[config.mk]
export PLATFORM = sky130hd
export DESIGN_NAME = detect_arb
export DESIGN_NICKNAME = d
export VERILOG_FILES = /design/src/rtl/detect_pkg.sv /design/src/rtl/rr_arb2.sv /design/src/rtl/detect_arb.sv
export SDC_FILE = /design/constraint.sdc
export NUM_CORES = 1
export LEC_CHECK = 0
export BUFFER_PORTS_ARGS = -buffer_cell sky130_fd_sc_hd__buf_2
export CORE_ASPECT_RATIO = 1.2
export CORE_UTILIZATION = 56
export DETAILED_ROUTE_END_ITERATION = 10
export MAX_ROUTING_LAYER = met4
export PLACE_DENSITY_LB_ADDON = 0.05
export SLEW_MARGIN = 20
export SYNTH_ARGS = -nofsm -noshare
export SYNTH_HDL_FRONTEND = slang
export SYNTH_SLANG_ARGS = --single-unit
[constraint.sdc]
create_clock -name clk -period 3.65 [get_ports clk]
set_input_delay 0.1825 -clock clk [delete_from_list [all_inputs] [get_ports clk]]
set_output_delay 0.1825 -clock clk [all_outputs]
set_load 0.02 [all_outputs]
[src/rtl/detect_pkg.sv]
`default_nettype none
// ============================================================================
// Module      : detect_pkg
// Description : Shared state encoding and default widths for detect_arb.
// Revision    : 1.0 - initial release
// ============================================================================
package detect_pkg;

    localparam int DEF_WORD_W = 8;
    localparam int DEF_CNT_W  = 4;

    typedef enum logic [2:0] {
        ST_IDLE   = 3'd0,
        ST_CLEAR  = 3'd1,
        ST_SHIFT  = 3'd2,
        ST_DRAIN  = 3'd3,
        ST_REPORT = 3'd4
    } state_t;

endpackage
`default_nettype wire

[src/rtl/rr_arb2.sv]
`default_nettype none
// ============================================================================
// Module      : rr_arb2
// Description : Two-way round-robin grant with last-winner register.
// Revision    : 1.0 - initial release
// ============================================================================
module rr_arb2 (
    input  logic       clk,
    input  logic       rst,
    input  logic [1:0] req,
    input  logic       take,
    output logic [1:0] gnt
);

    logic r_last_id;

    // Under contention the requester that did not win last time is chosen.
    always_comb begin
        gnt = 2'b00;
        case (req)
            2'b01:   gnt = 2'b01;
            2'b10:   gnt = 2'b10;
            2'b11:   gnt = r_last_id ? 2'b01 : 2'b10;
            default: gnt = 2'b00;
        endcase
    end

    always_ff @(posedge clk or negedge rst) begin
        if (!rst) begin
            r_last_id <= 1'b1;
        end else if (take && (req != 2'b00)) begin
            r_last_id <= gnt[1];
        end
    end

endmodule
`default_nettype wire

[src/rtl/detect_arb.sv]
`default_nettype none
// ============================================================================
// Module      : detect_arb
// Description : Arbitrates two word requesters onto one serial detector and
//               counts detector hits per word.
// Revision    : 1.0 - initial release
// ============================================================================
module detect_arb
    import detect_pkg::*;
#(
    parameter int WORD_W = DEF_WORD_W,
    parameter int CNT_W  = DEF_CNT_W
) (
    input  logic              clk,
    input  logic              rst,
    input  logic              req0,
    input  logic              req1,
    input  logic [WORD_W-1:0] data0,
    input  logic [WORD_W-1:0] data1,
    output logic              gnt0,
    output logic              gnt1,
    output logic              det_clr,
    output logic              det_in,
    input  logic              det_out,
    output logic              done,
    output logic              done_id,
    output logic [CNT_W-1:0]  hit_cnt,
    output logic              hit
);

    state_t             r_state;
    state_t             w_next;
    logic               r_owner;
    logic [WORD_W-1:0]  r_shift;
    logic [CNT_W-1:0]   r_idx;
    logic [CNT_W-1:0]   r_cnt;
    logic [CNT_W-1:0]   r_hit_cnt;
    logic               r_done_id;

    logic [1:0]         w_arb_gnt;
    logic               w_take;
    logic               w_last_bit;
    logic               w_sample;
    logic [CNT_W-1:0]   w_cnt_nxt;

    assign w_take     = (r_state == ST_IDLE) && (req0 || req1);
    assign w_last_bit = (r_idx == CNT_W'(WORD_W - 1));
    // det_out lags det_in by one cycle, so SHIFT cycle 0 carries no valid bit.
    assign w_sample   = ((r_state == ST_SHIFT) && (r_idx != '0)) || (r_state == ST_DRAIN);
    assign w_cnt_nxt  = (det_out && !(&r_cnt)) ? r_cnt + CNT_W'(1) : r_cnt;

    rr_arb2 u_arb (
        .clk  (clk),
        .rst  (rst),
        .req  ({req1, req0}),
        .take (w_take),
        .gnt  (w_arb_gnt)
    );

    always_ff @(posedge clk or negedge rst) begin
        if (!rst) begin
            r_state <= ST_IDLE;
        end else begin
            r_state <= w_next;
        end
    end

    always_comb begin
        w_next = r_state;
        case (r_state)
            ST_IDLE:   if (w_take) w_next = ST_CLEAR;
            ST_CLEAR:  w_next = ST_SHIFT;
            ST_SHIFT:  if (w_last_bit) w_next = ST_DRAIN;
            ST_DRAIN:  w_next = ST_REPORT;
            ST_REPORT: w_next = ST_IDLE;
            default:   w_next = ST_IDLE;
        endcase
    end

    always_comb begin
        gnt0    = (r_state == ST_CLEAR) && !r_owner;
        gnt1    = (r_state == ST_CLEAR) &&  r_owner;
        det_clr = (r_state == ST_CLEAR);
        det_in  = (r_state == ST_SHIFT) && r_shift[0];
        done    = (r_state == ST_REPORT);
        done_id = r_done_id;
        hit_cnt = r_hit_cnt;
        hit     = (r_hit_cnt != '0);
    end

    always_ff @(posedge clk or negedge rst) begin
        if (!rst) begin
            r_owner   <= 1'b0;
            r_shift   <= '0;
            r_idx     <= '0;
            r_cnt     <= '0;
            r_hit_cnt <= '0;
            r_done_id <= 1'b0;
        end else begin
            case (r_state)
                ST_IDLE: begin
                    if (w_take) begin
                        r_owner <= w_arb_gnt[1] & ~w_arb_gnt[0];
                        r_shift <= w_arb_gnt[1] ? data1 : data0;
                    end
                end
                ST_CLEAR: begin
                    r_cnt <= '0;
                    r_idx <= '0;
                end
                ST_SHIFT: begin
                    r_shift <= r_shift >> 1;
                    r_idx   <= r_idx + CNT_W'(1);
                    if (w_sample) r_cnt <= w_cnt_nxt;
                end
                ST_DRAIN: begin
                    // Final sample goes straight into the reported result.
                    r_hit_cnt <= w_cnt_nxt;
                    r_done_id <= r_owner;
                end
                default: begin
                end
            endcase
        end
    end

endmodule
`default_nettype wire

==> run summary, run 1 <==
largest net degree at the start of global routing = 27
Critical Path Sink Type = output pin
Setup CP Type = reg -> out
Initial Utilization = 59.32%
Reg power frac = 40.6%
Worst Hold Launch = req0
Antenna Nets Post-Route = 0
Die X = 46.89 um
ant diodes = 0
post-DR wirelength/cell = 13.07 um
clk slew on worst S/H paths = 140 ps
latest clock arrival within the worst-skew pair = 320 ps
Die Span Y = 55.86 um
max frequency = 538.3 MHz
layout overhead on the synthesized area = 18.21%
routed wire length = 2.587 mm
Peak VDD IR = 0.0004419 V
Overflow after GRT = 0
clk buf depth = 2
first-pass GRT wire length = 4.526 mm
initial antenna violation count = 0
Switching Fraction = 40.14%
Sink Count = 26
Pwr Total = 1229 uW
main area contributors after synthesis = dfrtp_1 (46%), mux2i_1 (10%), nand2_1 (6.4%)
worst-path maximum fanout = 7
outcome = complete, no violations
RSZ-0062 raised after global routing = no
DRC violations left = 0
gr usage total = 24.64%
synthesized flop and latch total = 26
Synth area leader = dfrtp_1
final hold vios = 0
post-DP HPWL = 2.015 mm
routability cong. = 0.8480
non-filler cells, final = 198
Worst-Margin Slew = 829.2 ps
crit path from = r_state[2]
post-synthesis cell count = 134
CTS root buffer = clkbuf_4
H-tree Lvls = 1
setup_tns = 0 ps
Final period util = 50.89%
required time worst endpoint = 3470 ps
synthesized cell area = 1354 um^2
die area = 2619 um^2
CTS buffer count = 3
nature of the critical path startpoint = register
Clk network pwr share = 16.0%
min cycle time layout = 1858 ps
I/O Pins = 32
share of layout cells above drive strength 1 = 25.75%
Core Footprint = 2282 um^2
Critical Path AT = 1680 ps
Avg Inst Size Synth = 10.10 um^2
Combinational Power Share = 43.4%
Pre-antenna DRT Iters = 4
dpl cells = 193
Slew Viols, Final = 0
Port Buf Inserts = 31
Yosys cell types = 36
CTS tree = built
Rows = 19
# resized after CTS = 0
nets = 192
origin of the critical flop-to-flop path = r_state[2]
Slew headroom = 44.29%
HP Class = in -> reg
Final setup viols = 0
via count = 1097
Psw = 493.4 uW
share of the synthesized area in the top cell type = 46.21%
internal cell power = 735.8 uW
leakage = 0.0008168 uW
drt initial violations = 14
clock skew = 3.698 ps
max-cap viol count = 0
vias in the first global route = 1081
Seq/Total Area, Yosys = 48.15%
Power Density = 768.1 nW/um^2
Syn. warnings = 0
Vias per Instance = 5.540
Synthesized Nets = 158
[repair_timing]
| item | in CTS | in global routing |
|---|---|---|
| endpoints found under the setup margin | 0 | 0 |
| hold buffers | 1 | 0 |
| hold endpoints to repair | 25 | 0 |
| buffers inserted | 0 | 0 |
[final cells by class]
cell class	instances	area, um^2
fillers	196	681.9
flip-flops and latches	26	651.9
multi-input cells	90	630.6
repair buffers	33	172.7
inverters	14	53.80
well taps	31	38.79
clock inverters	1	30.03
clock buffers	3	22.52
[worst paths after layout]
path                              endpoint  slack [ps]  cells past startpoint
min in group asynchronous         r_cnt[3]         370                      2
setup reg to reg                  r_cnt[2]        1900                      3
max in group asynchronous  u_arb.r_last_id        2900                      2
setup / recovery                      gnt1        1790                      4
hold reg to reg                 r_shift[6]         500                      2
hold / removal             u_arb.r_last_id          60                      2
[state kept, by name, indices dropped and copies added (netlist names)]
name             count
r_shift              8
hit_cnt              4
r_cnt                4
r_idx                4
r_state              3
done_id              1
r_owner              1
u_arb.r_last_id      1
[cell families (layout without fill, tap and decap cells)]
group | count (synthesis) | count (layout) | share of synthesized area (%)
muxes | 15 | 15 | 11.18
buffers and inverters | 18 | 51 | 5.268
and+or+nand+nor | 46 | 46 | 17.74
DFF | 26 | 26 | 48.15
adders and majority gates | 3 | 3 | 2.773
xor gates and xnor gates | 1 | 1 | 0.6471
AOI/OAI and AO/OA | 25 | 25 | 14.23
[synthesized netlist by cell type]
cell      count
a211o_1       1
a21boi_0      2
a21oi_1       2
a22o_1        2
a31o_2        1
a31oi_1       1
a41o_1        1
and2_1        2
buf_2         2
clkbuf_1      2
clkinv_2      1
dfrtp_1      25
dfstp_2       1
ha_1          3
inv_1        13
mux2_2        1
mux2i_1      14
nand2_1      23
nand2b_1      1
nand3_1       3
nand3b_1      1
nand4_1       3
nor2_1        3
nor3_1        3
nor3b_1       2
nor3b_4       1
o211a_1       1
o21ai_0       4
o21ai_2       1
o221ai_1      7
o22a_1        1
o31ai_1       1
or3b_1        2
or3b_2        1
or4_1         1
xnor2_1       1
[through the flow]
stage               hold WS, ps  area, um^2  setup slack (ps)  util (%)
floorplan                -113.1        1354              2145         -
global placement          207.8        1538              1986     67.38
detailed placement        214.5        1538              1923     67.38
CTS                       53.60        1600              1776     70.12
global route              54.39        1600              1662     70.12
finish                    61.40        1600              1792     70.12
[power groups by stage]
| stage | registers, uW | logic, uW | clock network [uW] |
|---|---|---|---|
| 6_report | 499 | 534 | 196 |
| 5_1_grt | 519 | 602 | 212 |
| 4_1_cts | 498 | 543 | 201 |
| 3_5_place_dp | 504 | 540 | 0 |
| 3_3_place_gp | 498 | 524 | 0 |
| 2_1_floorplan | 504 | 385 | 0 |
[metal layers]
metal	vias up	GRT usage [%]	wire, um	share of wire [%]
li1	543	-	-	-
met1	524	27.74	1077	42
met2	26	39.88	1392	54
met3	4	4.870	76	2.9
met4	0	12.24	40	1.5
met5	-	-	0	0
[critical path, stage by stage, from the launching register on]
cell and delay (ps):
dfrtp_1 480, or3b_1 510, clkinv_2 100, and2_1 110, buf_2 150
[layout by cell type (no fill, tap or decap), types with 2 or more instances in the layout]
cell / count
buf_2: 31
dfrtp_1: 25
nand2_1: 23
mux2i_1: 14
inv_1: 13
o221ai_1: 7
o21ai_0: 4
nor2_1: 3
nor3_1: 3
nand3_1: 3
nand4_1: 3
ha_1: 3
clkbuf_4: 3
or3b_1: 2
and2_1: 2
nor3b_1: 2
a21boi_0: 2
a21oi_1: 2
a22o_1: 2
Note: power is estimated with default switching activity, not from simulation.
==> run 2: changes to the inputs <==
Settings changed: CORE_UTILIZATION 56 to 52.
Clock period 3.65 ns to 1.9 ns, I/O delays scaled along.
==> run summary, run 2 (same netlist as run 1, synthesis figures left out) <==
ant diodes = 0
gr usage total = 23.18%
final instance area = 1620 um^2
CTS tree = built
Rows = 19
largest net degree at the start of global routing = 27
Vias per Instance = 5.485
outcome = complete, no violations
commonest non-fill, non-tap cell in the layout = buf_2
via count = 1097
Antenna Nets Post-Route = 0
latest clock arrival within the worst-skew pair = 320 ps
dpl cells = 194
Pre-antenna DRT Iters = 4
I/O Pins = 32
routability cong. = 0.8166
drt initial violations = 27
DRC violations left = 0
max frequency = 576.2 MHz
Slew Viols, Final = 0
leakage = 0.0008271 uW
Power Density = 1479 nW/um^2
Final setup viols = 0
Worst Reg-to-Reg Cells = 5
Biggest register = r_shift
Port Buf Inserts = 31
non-filler cells, final = 200
first-pass GRT wire length = 4.843 mm
Sink Count = 26
clk buf depth = 2
clk slew on worst S/H paths = 150 ps
Worst-Margin Slew = 839.7 ps
initial antenna violation count = 0
Core Footprint = 2377 um^2
H-tree Lvls = 1
CTS buffer count = 3
worst-path maximum fanout = 7
Setup CP Type = reg -> out
nature of the critical path startpoint = register
Critical Path AT = 1640 ps
Initial Utilization = 56.95%
share of layout cells above drive strength 1 = 26.63%
DP Area = 1545 um^2
routed wire length = 2.740 mm
Final period util = 91.34%
Critical Path Sink Type = output pin
final hold vios = 0
RSZ-0062 raised after global routing = no
max reg flops = 8
setup_tns = 0 ps
clock skew = 11.36 ps
slowest stage delay, CP = 510 ps
setup bufs post-CTS = 0
highest-count cells in the layout ignoring fill and taps = buf_2 (31), dfrtp_1 (25), nand2_1 (23)
fill cell count = 191
Die X = 48.58 um
HP Class = in -> reg
hold depth = 3
nets = 194
min cycle time layout = 1735 ps
post-DR wirelength/cell = 13.70 um
max-cap viol count = 0
die area = 2813 um^2
Worst path slowest cell = dfrtp_1
CTS root buffer = clkbuf_4
vias in the first global route = 1139
required time worst endpoint = 1800 ps
Peak VDD IR = 0.0009763 V
post-DP HPWL = 2.050 mm
Overflow after GRT = 0
critical-path cell list = or3b_4 -> clkinv_2 -> and2_1 -> buf_2
layout overhead on the synthesized area = 19.69%
Slew headroom = 43.59%
Die Span Y = 57.90 um
## run 2: cell types whose count changed in the layout (fill, tap and decap cells not counted)
| cell | before | now |
|---|---|---|
| or3b_4 | 0 | 1 |
| buf_4 | 1 | 2 |
| dlygate4sd3_1 | 1 | 2 |
| or3b_1 | 2 | 1 |
## run 2: metal layers
| layer | wire [um] | track usage [%] | vias up |
|---|---|---|---|
| met2 | 1430 | 40.85 | 28 |
| met1 | 1157 | 25.86 | 514 |
| met4 | 70 | 11.76 | 0 |
| met5 | 0 | - | - |
| met3 | 82 | 3.150 | 6 |
| li1 | - | - | 549 |
## run 2: report_power, final
part | switching [uW] | internal, uW | leakage [uW]
clock network | 164 | 213 | 0.0000279
registers | 191 | 776 | 0.000334
logic | 603 | 448 | 0.000465
## run 2: timing repair
item	CTS	global route
hold endpoints to repair	26	0
resized for setup	0	1
hold buffers	2	0
setup endpoints to repair	0	1
## run 2: path summary, 6_finish.rpt
check | startpoint | to | slack (ps)
setup / recovery | r_state[0] | gnt1 | 160
hold reg to reg | done_id | done_id | 490
max in group asynchronous | rst | r_cnt[0] | 1240
min in group asynchronous | rst | hit_cnt[2] | 280
hold / removal | data0[5] | r_shift[5] | 60
setup reg to reg | r_idx[0] | r_cnt[0] | 260
## run 2: cell type report
cell class | instances | area [um^2] | share of cell area (%)
sequential | 26 | 651.9 | 40.23
multi-input combinational | 90 | 633.1 | 39.07
timing repair buffer | 35 | 190.2 | 11.74
inverter | 14 | 53.80 | 3.320
tap | 31 | 38.79 | 2.394
clock inverter | 1 | 30.03 | 1.853
clock buffer | 3 | 22.52 | 1.390
## run 2: stage by stage
stage               worst slack (ps)  hold slack (ps)  power (uW)  utilization [%]
detailed placement             287.2            124.9        2023            65.00
global route                   68.05            47.27        2566            68.16
CTS                            76.67            55.11        2405            68.05
floorplan                      395.4           -200.6        1709                -
finish                         164.6            63.04        2396            68.16
global placement               364.7            121.1        1979            65.00
## run 2: worst max-delay path, delay by kind of cell, from the launching register on
| family | cells | cell delay (ps) |
|---|---|---|
| simple gates | 2 | 570 |
| flops | 1 | 510 |
| buf+inv | 2 | 240 |
==> run 3: changes to the inputs <==
Settings changed: PLACE_DENSITY set to 0.76, PLACE_DENSITY_LB_ADDON 0.05 to unset.
==> run summary, run 3 (same netlist as run 1, synthesis figures left out) <==
Switching Fraction = 39.80%
Slew Viols, Final = 0
initial antenna violation count = 0
max-cap viol count = 0
vias in the first global route = 1063
H-tree Lvls = 1
Peak VDD IR = 0.0009652 V
Setup CP Type = reg -> out
CTS tree = built
Antenna Nets Post-Route = 0
Worst Hold Launch = req1
leakage = 0.0008271 uW
Initial Utilization = 56.95%
Worst-Margin Slew = 838.0 ps
outcome = complete, no violations
Biggest register = r_shift
nature of the critical path startpoint = register
Power Density = 1474 nW/um^2
Overflow after GRT = 0
Reg power frac = 40.0%
required time worst endpoint = 1800 ps
HP Class = in -> reg
post-DR wirelength/cell = 13.03 um
highest-count cells in the layout ignoring fill and taps = buf_2 (31), dfrtp_1 (25), nand2_1 (23)
commonest non-fill, non-tap cell in the layout = buf_2
post-DP HPWL = 1.991 mm
WL met3 = 100 um
hold depth = 3
Final setup viols = 0
clk buf depth = 2
I/O Pins = 32
gr usage total = 21.11%
Critical Path AT = 1670 ps
DRC violations left = 0
clk slew on worst S/H paths = 150 ps
Util after Layout = 68.16%
CTS root buffer = clkbuf_4
Worst Reg-to-Reg Cells = 5
Sink Count = 26
RSZ-0062 raised after global routing = no
Endpoint, Worst Hold = u_arb.r_last_id
CTS buffer count = 3
die area = 2813 um^2
max reg flops = 8
routed wire length = 2.606 mm
worst-path maximum fanout = 7
min cycle time layout = 1764 ps
final hold vios = 0
first-pass GRT wire length = 4.457 mm
Rows = 19
clock skew = 12.40 ps
Critical Path Sink Type = output pin
WL met2 = 1.364 mm
largest net degree at the start of global routing = 27
reg-to-reg endpoint = r_cnt[2]
Die X = 48.58 um
Vias per Instance = 5.505
Final period util = 92.84%
wl on met1 = 1.133 mm
top sig layer = met4
drt initial violations = 14
latest clock arrival within the worst-skew pair = 320 ps
Die Span Y = 57.90 um
Combinational Power Share = 44.1%
origin of the critical flop-to-flop path = r_idx[0]
nets = 194
max frequency = 566.9 MHz
Core Footprint = 2377 um^2
ant diodes = 0
routability cong. = 0.8109
share of layout cells above drive strength 1 = 26.63%
Port Buf Inserts = 31
Pre-antenna DRT Iters = 4
setup_tns = 0 ps
internal cell power = 1437 uW
Clk network pwr share = 15.9%
setup bufs post-CTS = 0
R2R Setup Slk = 290 ps
Slew headroom = 43.71%
layout overhead on the synthesized area = 19.69%
Psw = 950.2 uW
via count = 1101
[run 3: layer usage]
metal  GRT usage (%)  up-vias
met2           38.83       28
li1                -      545
met5               -        -
met1           23.42      526
met3           3.150        2
met4           7.143        0
[run 3: power groups by stage]
| stage | Combinational (uW) | Clock (uW) | Sequential, uW |
|---|---|---|---|
| 3_5_place_dp | 1050 | 0 | 968 |
| 2_1_floorplan | 739 | 0 | 969 |
| 3_3_place_gp | 1020 | 0 | 956 |
| 5_1_grt | 1180 | 406 | 990 |
| 6_report | 1050 | 380 | 955 |
| 4_1_cts | 1060 | 393 | 955 |
[run 3: worst max path at each step]
stage | start | depth (start not counted) | to | slack, ps
after global placement | r_idx[0] | 5 | r_cnt[2] | 380
after detailed placement | r_idx[0] | 5 | r_cnt[2] | 290
final | r_state[2] | 4 | gnt1 | 140
after floorplan | r_idx[0] | 5 | r_cnt[2] | 400
after CTS | r_state[2] | 4 | gnt1 | 50
after global routing | r_state[0] | 4 | gnt1 | 60
[run 3: worst max-delay path, stage by stage (launching register included)]
cell	delay (ps)
dfrtp_1	490
or3b_4	470
clkinv_2	100
and2_1	130
buf_2	160
[run 3: per-stage QoR]
stage	instance area, um^2	setup slack, ps	cells	total power [uW]	hold slack, ps
final	1620	136.1	200	2388	56.31
after global routing	1620	64.03	200	2571	52.05
after CTS	1618	50.18	200	2405	42.02
after detailed placement	1545	286.5	194	2016	127.7
after global placement	1545	375.5	194	1972	126.0
after floorplan	1354	395.4	134	1709	-200.6
[run 3: cell type report]
cell class	count	area [um^2]
Timing Repair Buffer	35	190.2
Sequential cell	26	651.9
Tap cell	31	38.79
Inverter	14	53.80
Fill cell	199	757.0
Clock buffer	3	22.52
Clock inverter	1	30.03
Multi-Input combinational cell	90	633.1
[run 3: what timing repair did]
item,in CTS,in global routing
gates resized for setup,0,1
hold buffers,2,0
endpoints found under the setup margin,0,1
hold endpoints to repair,26,0
